`src/rtl/demux_pkg.sv`:
```
// Shared definitions for the registered 1-to-16 demultiplexer:
// FSM state encoding and the mode input constants.
package demux_pkg;

  typedef enum logic [1:0] {
    IDLE = 2'b00,
    SCAN = 2'b01,
    DONE = 2'b10
  } demux_state_t;

  localparam logic MODE_ADDR = 1'b0;
  localparam logic MODE_SCAN = 1'b1;

endpackage

```
`src/rtl/demux1_16_seq_dec4_16.sv`:
```
// Combinational one-hot decoder turning a lane index into the lane
// write-enable vector.
module dec4_16 #(
  parameter int N_LANES = 16,
  parameter int SEL_W   = 4
) (
  input  logic [SEL_W-1:0]   sel,
  output logic [N_LANES-1:0] onehot
);

  always_comb begin
    onehot = '0;
    for (int i = 0; i < N_LANES; i++) begin
      onehot[i] = (sel == SEL_W'(i));
    end
  end

endmodule

```
`src/rtl/demux1_16_seq.sv`:
```
// Registered 1-to-16 demultiplexer: scatters a serial bit stream onto held
// output lanes, either to an addressed lane or by scanning a full frame.
module demux1_16_seq
  import demux_pkg::*;
#(
  parameter int N_LANES = 16,
  parameter int SEL_W   = 4
) (
  input  logic               clk,
  input  logic               rst_n,
  input  logic               din,
  input  logic               din_valid,
  input  logic               mode,
  input  logic [SEL_W-1:0]   sel,
  input  logic               start,
  input  logic               clr,
  output logic [N_LANES-1:0] q,
  output logic [SEL_W-1:0]   idx,
  output logic               busy,
  output logic               frame_valid,
  output logic               ack
);

  // din_valid qualifies din for exactly one cycle; there is no back-pressure,
  // so a beat that arrives while the block cannot take it is simply dropped.

  demux_state_t       state_q, state_d;
  logic [N_LANES-1:0] q_q, q_d;
  logic [SEL_W-1:0]   idx_q, idx_d;
  logic               busy_q, busy_d;
  logic               frame_valid_q, frame_valid_d;
  logic               ack_q, ack_d;

  logic [SEL_W-1:0]   dec_sel;
  logic [N_LANES-1:0] lane_we;
  logic [N_LANES-1:0] q_written;

  // During a scan the counter owns the decoder; otherwise the address does.
  assign dec_sel = (state_q == SCAN) ? idx_q : sel;

  dec4_16 #(
    .N_LANES(N_LANES),
    .SEL_W  (SEL_W)
  ) u_dec (
    .sel   (dec_sel),
    .onehot(lane_we)
  );

  assign q_written = din ? (q_q | lane_we) : (q_q & ~lane_we);

  always_comb begin
    state_d       = state_q;
    q_d           = q_q;
    idx_d         = idx_q;
    busy_d        = busy_q;
    frame_valid_d = 1'b0;
    ack_d         = 1'b0;

    if (clr) begin
      state_d = IDLE;
      q_d     = '0;
      idx_d   = '0;
      busy_d  = 1'b0;
    end else begin
      case (state_q)
        IDLE: begin
          if (mode == MODE_ADDR) begin
            if (din_valid) begin
              q_d   = q_written;
              ack_d = 1'b1;
            end
          end else if (start) begin
            state_d = SCAN;
            idx_d   = '0;
            busy_d  = 1'b1;
          end
        end
        SCAN: begin
          if (din_valid) begin
            q_d = q_written;
            if (idx_q == SEL_W'(N_LANES - 1)) begin
              state_d       = DONE;
              idx_d         = '0;
              busy_d        = 1'b0;
              frame_valid_d = 1'b1;
            end else begin
              idx_d = idx_q + 1'b1;
            end
          end
        end
        DONE: begin
          state_d = IDLE;
        end
        default: begin
          state_d = IDLE;
          busy_d  = 1'b0;
        end
      endcase
    end
  end

  always_ff @(posedge clk) begin
    if (!rst_n) begin
      state_q       <= IDLE;
      q_q           <= '0;
      idx_q         <= '0;
      busy_q        <= 1'b0;
      frame_valid_q <= 1'b0;
      ack_q         <= 1'b0;
    end else begin
      state_q       <= state_d;
      q_q           <= q_d;
      idx_q         <= idx_d;
      busy_q        <= busy_d;
      frame_valid_q <= frame_valid_d;
      ack_q         <= ack_d;
    end
  end

  assign q           = q_q;
  assign idx         = idx_q;
  assign busy        = busy_q;
  assign frame_valid = frame_valid_q;
  assign ack         = ack_q;

endmodule

```
`config.mk`:
```
export PLATFORM = sky130hd
export DESIGN_NAME = demux1_16_seq
export DESIGN_NICKNAME = d
export VERILOG_FILES = /design/src/rtl/demux_pkg.sv /design/src/rtl/demux1_16_seq_dec4_16.sv /design/src/rtl/demux1_16_seq.sv
export SDC_FILE = /design/constraint.sdc
export NUM_CORES = 1
export LEC_CHECK = 0
export BUFFER_PORTS_ARGS = -buffer_cell sky130_fd_sc_hd__buf_2
export CORE_MARGIN = 2
export CORE_UTILIZATION = 55
export CTS_CLUSTER_DIAMETER = 50
export DETAILED_ROUTE_END_ITERATION = 6
export HOLD_SLACK_MARGIN = 0.15
export PLACE_DENSITY = 0.92
export SLEW_MARGIN = 0
export SYNTH_ARGS = -nofsm -noshare
export SYNTH_HDL_FRONTEND = slang
export SYNTH_SLANG_ARGS = --single-unit
```
`constraint.sdc`:
```
create_clock -name clk -period 2.3 [get_ports clk]
set_input_delay 0 -clock clk [delete_from_list [all_inputs] [get_ports clk]]
set_output_delay 0 -clock clk [all_outputs]
set_load 0.01 [all_outputs]
```
==> impl_metrics.tcl, run 1 <==
set metrics [dict create \
    status "completed" \
    required_ps 2490 \
    clock_latency_ps 310 \
    cts.sinks 25 \
    path_class "flop to flop" \
    clkPwrFrac_pct 27.0 \
    diodes 0 \
    hold_viol_final 0 \
    p_sw_uw 185.3 \
    crit_chain "mux2_2 > a2111oi_4 > nand2_1 > mux2i_1" \
    ctsLongestPathBuffers 2 \
    slowest_stage "dfxtp_1" \
    yosys.area_share.simple_pct 26.53 \
    pre_cts_ws_ps 341.0 \
    power_frac_seq_pct 60.9 \
    hp-start "sel[1]" \
    initial_core_util_pct 57.38 \
    yosysWarnings 0 \
    rows 17 \
    syn_avg_cell_area_um2 8.956 \
    swShare_pct 25.51 \
    ys_seq_elements 25 \
    portBuffers 33 \
    path_max_fanout 20 \
    cts_max_level 1 \
    timing.fmax_ghz 0.5052 \
    cts_tree "done" \
    grt_overflow 0 \
    setup_viol 0 \
    fin_crit_ps 1979 \
    intPower_uw 541.1 \
    cts_root_buf "clkbuf_4" \
    cts_buffers 3 \
    cts_setup_buffers 0 \
    path_clk_slew_ps 130 \
    areaGrowthSynthToFinish_pct 22.91 \
    die_w_um 51.58 \
    synthXorXnorAreaFrac_pct 0 \
    whs_path_depth 5 \
    cp-start-kind "flop" \
    rr_startpoint "state_q[0]" \
    synth_area_leaders "dfxtp_1, mux2i_1, nand2_1" \
    io_pins 34 \
    hpwl_mm 2.014 \
    synth_largest_area_cell "dfxtp_1" \
    vias 1158 \
    crit_buf_inv 0 \
    regArea_um2 500.5 \
    powerDensity_nw_per_um2 474.7 \
    die_y_um 51.58 \
    drive_above_1_share_pct 25.28 \
    share_comb_of_total_power_pct 12.1 \
    dieArea_um2 2660 \
    netlist_instances 139 \
    timing.final.ws_setup_ps 320.6 \
    synth_ff_type "dfxtp_1" \
    rrSetupSlack_ps 320 \
    drc 0 \
    cp_slowest_stage_delay_ps 770 \
    period_share_pct 86.06 \
    grt_max_degree 21 \
    drtIter0Drc 32 \
    placedCellCount 193 \
    fin_util_pct 70.53 \
    cp.arrival_ps 2170 \
    worstMarginPinSlew_ps 663.3 \
    antenna_left 0 \
    synth_compound_area_share_pct 12.76 \
    nNetsFinal 191 \
    synth_top_area_share_pct 40.20 \
    grt_usage_pct 22.79 \
    vdd_ir_drop_max_mv 0.3856 \
    timing.max_cap.violations 0 \
    tns_ps 0 \
    cp_top_family "flip-flops" \
    skew_ps 1.062 \
    grt_pass1_vias 1093 \
    synth_cell_types 33 \
    viasPerCell 5.621 \
    hold_class "input port to flop" \
    synth_nets 151 \
    syn_area_um2 1245 \
    avgRoutedWirePerCell_um 13.21 \
    dr.pass1.iters 6 \
    multi_input_area_um2 693.2 \
    reg2reg_depth 4 \
    relSlewSlack_pct 55.72 \
    drt-total-wl_mm 2.722 \
    rsz0062_at_grt "false" \
    synthMuxAreaShare_pct 15.38 \
    coreArea_um2 2170 \
    nFillCells 186 \
    crit_path_end_kind "flop" \
    synth_seq_area_share_pct 40.20 \
    synth-adder-area-share_pct 1.005 \
    p_leak_nw 0.7113 \
    fin_cells 206 \
    synth_top_family_by_area "simple AND/OR/NAND/NOR gates" \
    place.gp.congestion 0.8255 \
    ys_async_sr_fraction_pct 0 \
    antenna_found_initial 0 \
    grt_pass1_wl_mm 4.692 \
    slew_violations 0 \
    synth_edf_count 0 \
]
-- cells by family (layout without fill, tap and decap cells) --
| group | Yosys count | count (layout) |
|---|---|---|
| muxes | 19 | 19 |
| buffers and inverters | 11 | 50 |
| and+or+nand+nor | 65 | 65 |
| DFF | 25 | 25 |
| adders and majority gates | 1 | 1 |
| AOI/OAI and AO/OA | 18 | 18 |
-- stage by stage --
stage                     hold WS (ps)  total power, mW  area [um2]
after floorplan                  145.9           0.5044        1245
after global placement           276.6           0.5231        1413
after detailed placement         304.1           0.5272        1413
after CTS                        205.3           0.7277        1530
after global routing             231.9           0.7499        1530
final                            201.4           0.7264        1530
-- worst register-to-register path, delay by kind of cell (launching register included) --
kind	cells	cell delay (ps)
AOI/OAI and AO/OA	1	370
DFF	1	770
muxes	2	600
and+or+nand+nor	1	120
-- routing by layer --
layer | wire length, um | vias to the layer above | global-route usage (%)
met1 | 1192 | 549 | 28.13
met3 | 159 | 4 | 2.586
li1 | - | 565 | -
met4 | 22 | 0 | 5.263
met2 | 1347 | 40 | 42.09
met5 | 0 | - | 0
-- power groups by stage --
stage	Combinational, mW	Clock (mW)	Sequential [mW]
floorplan	0.0555	0	0.449
global placement	0.0719	0	0.451
detailed placement	0.0754	0	0.452
CTS	0.0871	0.198	0.442
global route	0.0965	0.210	0.444
finish	0.0877	0.196	0.442
-- worst max-delay path by stage --
stage | start | endpoint | slack (ps) | cells after the start
after floorplan | state_q[0] | flop | 820 | 5
after global placement | state_q[0] | flop | 460 | 4
after detailed placement | state_q[0] | flop | 340 | 4
after CTS | state_q[0] | flop | 330 | 4
after global routing | state_q[0] | flop | 180 | 4
final | state_q[0] | flop | 320 | 4
-- synth_stat cells (2+ instances only) --
master     instances
nand2_1           39
dfxtp_1           25
mux2i_1           18
clkbuf_1           4
o31ai_1            4
a21oi_1            3
inv_1              3
nand3_1            3
nand3b_1           3
nor2_1             3
nor2b_1            3
nor3_1             3
a211oi_1           2
a211oi_2           2
a31oi_1            2
buf_2              2
nand2b_1           2
nand4b_1           2
nand4bb_1          2
-- placed cells by master, fill, tap and decap left out, types with 2 or more instances in the layout --
| cell | netlist | layout |
|---|---|---|
| nand2_1 | 39 | 39 |
| buf_2 | 2 | 33 |
| dfxtp_1 | 25 | 25 |
| mux2i_1 | 18 | 18 |
| dlygate4sd3_1 | 0 | 9 |
| o31ai_1 | 4 | 4 |
| nor2b_1 | 3 | 3 |
| inv_1 | 3 | 3 |
| nand3b_1 | 3 | 3 |
| a21oi_1 | 3 | 3 |
| nor2_1 | 3 | 3 |
| nand3_1 | 3 | 3 |
| nor3_1 | 3 | 3 |
| clkbuf_4 | 0 | 3 |
| nand4bb_1 | 2 | 2 |
| nand2b_1 | 2 | 2 |
| a211oi_2 | 2 | 2 |
| nand4b_1 | 2 | 2 |
| a31oi_1 | 2 | 2 |
| a211oi_1 | 2 | 2 |
-- cell type report --
cell class	count	area share (%)
multi-input combinational	103	45.30
sequential	25	32.71
clock buffer	3	1.472
inverter	3	0.7359
timing repair buffer	43	17.17
clock inverter	1	0.3271
tap	28	2.289
-- timing repair --
item | 4_1_cts | 5_1_grt
resized for setup | 0 | 0
hold endpoints to repair | 19 | 0
hold buffers | 9 | 0
(Power assumes the default switching activity.)
==> inputs of run 2 (changes only) <==
--- a/config.mk
+++ b/config.mk
@@ -12,6 +12,7 @@
 export DETAILED_ROUTE_END_ITERATION = 6
 export HOLD_SLACK_MARGIN = 0.15
 export PLACE_DENSITY = 0.92
+export REMOVE_ABC_BUFFERS = 1
 export SLEW_MARGIN = 0
 export SYNTH_ARGS = -nofsm -noshare
 export SYNTH_HDL_FRONTEND = slang
==> run 2 against run 1 <==
Power up 1.9%. Highest routed layer unchanged. Wire length is 8.2% higher. Hold slack worse by 17 ps. Cell area is 0.82% higher. Critical path type unchanged.
==> impl_metrics.tcl, run 2 (synthesized netlist as in run 1, its figures left out) <==
set metrics [dict create \
    status "completed" \
    pre_cts_ws_ps 361.8 \
    hpwl_mm 2.011 \
    power.total_uw 740.0 \
    viasPerCell 5.623 \
    grt_pass1_vias 1114 \
    cts_root_buf "clkbuf_4" \
    cts_buffers 3 \
    avgRoutedWirePerCell_um 14.23 \
    hp-start "sel[0]" \
    grt_pass1_wl_mm 4.947 \
    skew_ps 17.53 \
    ctsLongestPathBuffers 2 \
    reg2reg_depth 5 \
    grt_max_degree 21 \
    areaGrowthSynthToFinish_pct 23.92 \
    multi_input_area_um2 693.2 \
    hold_viol_final 0 \
    rr_startpoint "state_q[0]" \
    drc 0 \
    fin_util_pct 71.11 \
    dr.pass1.iters 5 \
    final_common_cell "nand2_1" \
    timing.fmax_ghz 0.4624 \
    initial_core_util_pct 57.38 \
    path_max_fanout 20 \
    powerDensity_nw_per_um2 479.7 \
    worstMarginPinSlew_ps 700.3 \
    die_w_um 51.58 \
    cts.sinks 25 \
    final_cell_area_um2 1543 \
    p_leak_nw 0.7145 \
    antenna_left 0 \
    die_y_um 51.58 \
    io_pins 34 \
    drt-total-wl_mm 2.945 \
    fin_crit_ps 2163 \
    hold_class "input port to flop" \
    timing.max_cap.violations 0 \
    cts_max_level 1 \
    tns_ps 0 \
    cp.arrival_ps 2400 \
    rrSetupSlack_ps 140 \
    vdd_ir_drop_max_mv 0.3330 \
    rows 17 \
    period_share_pct 94.02 \
    diodes 0 \
    rsz0062_at_grt "false" \
    coreArea_um2 2170 \
    setup_viol 0 \
    timing.final.ws_setup_ps 137.5 \
    drive_above_1_share_pct 25.14 \
    regArea_um2 500.5 \
    nNetsFinal 192 \
    path_clk_slew_ps 160 \
    slew_violations 0 \
    path_class "flop to flop" \
    drtIter0Drc 32 \
    nFillCells 177 \
    cts_tree "done" \
    whs_path_depth 5 \
    final_cell_mix "nand2_1, buf_2, dfxtp_1" \
    grt_usage_pct 24.39 \
    place.gp.congestion 0.8194 \
    vias 1164 \
    antenna_found_initial 0 \
    clock_latency_ps 330 \
    grt_overflow 0 \
    relSlewSlack_pct 53.25 \
    portBuffers 33 \
    dpl-instance-area_um2 1413 \
    dieArea_um2 2660 \
    r2r-end "idx[1]" \
    required_ps 2530 \
    crit_path_end_kind "flop" \
    cp-start-kind "flop" \
]
==> run 2: cell count changes in the layout (fill, tap and decap cells not counted), sizes merged <==
cell,change
clkinv,-1
clkinvlp,+1
dlygate4sd3,+1
==> run 2: report_power, final <==
part | internal (mW) | switching [mW]
clock network | 0.0665 | 0.141
logic | 0.0397 | 0.0496
registers | 0.436 | 0.00629
==> run 2: worst max path at each step <==
stage	startpoint	to	slack, ps	cells past startpoint
floorplan	state_q[0]	flop	560	4
global placement	state_q[0]	flop	450	4
detailed placement	state_q[0]	flop	360	4
CTS	state_q[0]	idx[1]	230	5
global route	state_q[0]	idx[1]	0.3	5
finish	state_q[0]	idx[1]	140	5
==> run 2: metal layers <==
metal  track usage [%]  vias up  part of all wire [%]
met5                 0        -                     0
met4             8.333        0                  0.98
met3             3.448        6                   6.2
met2             42.09       58                    49
met1             31.14      536                    44
li1                  -      564                     -
==> run 2: critical path, cell delays in order, from the launching register on <==
cell,delay (ps)
dfxtp_1,800
nand2_1,200
a21o_1,250
a32oi_1,150
nor2_1,60
dlygate4sd3_1,590
==> run 2: layout make-up <==
type,count,share of cell area (%)
Sequential cell,25,32.44
Clock inverter,1,0.4866
Tap cell,28,2.271
Multi-Input combinational cell,103,44.93
Clock buffer,3,1.460
Inverter,3,0.7299
Timing Repair Buffer,44,17.68
==> run 2: metrics by stage <==
stage | instances | hold slack (ps)
final | 207 | 184.3
after global routing | 207 | 197.5
after CTS | 207 | 190.0
after detailed placement | 193 | 295.2
after global placement | 193 | 275.1
after floorplan | 131 | 145.9
==> run 2: timing repair <==
item                                   CTS  global route
endpoints found under the hold margin   22             0
buffers inserted                         0             0
hold buffers                            10             0
gates resized for setup                  0             0
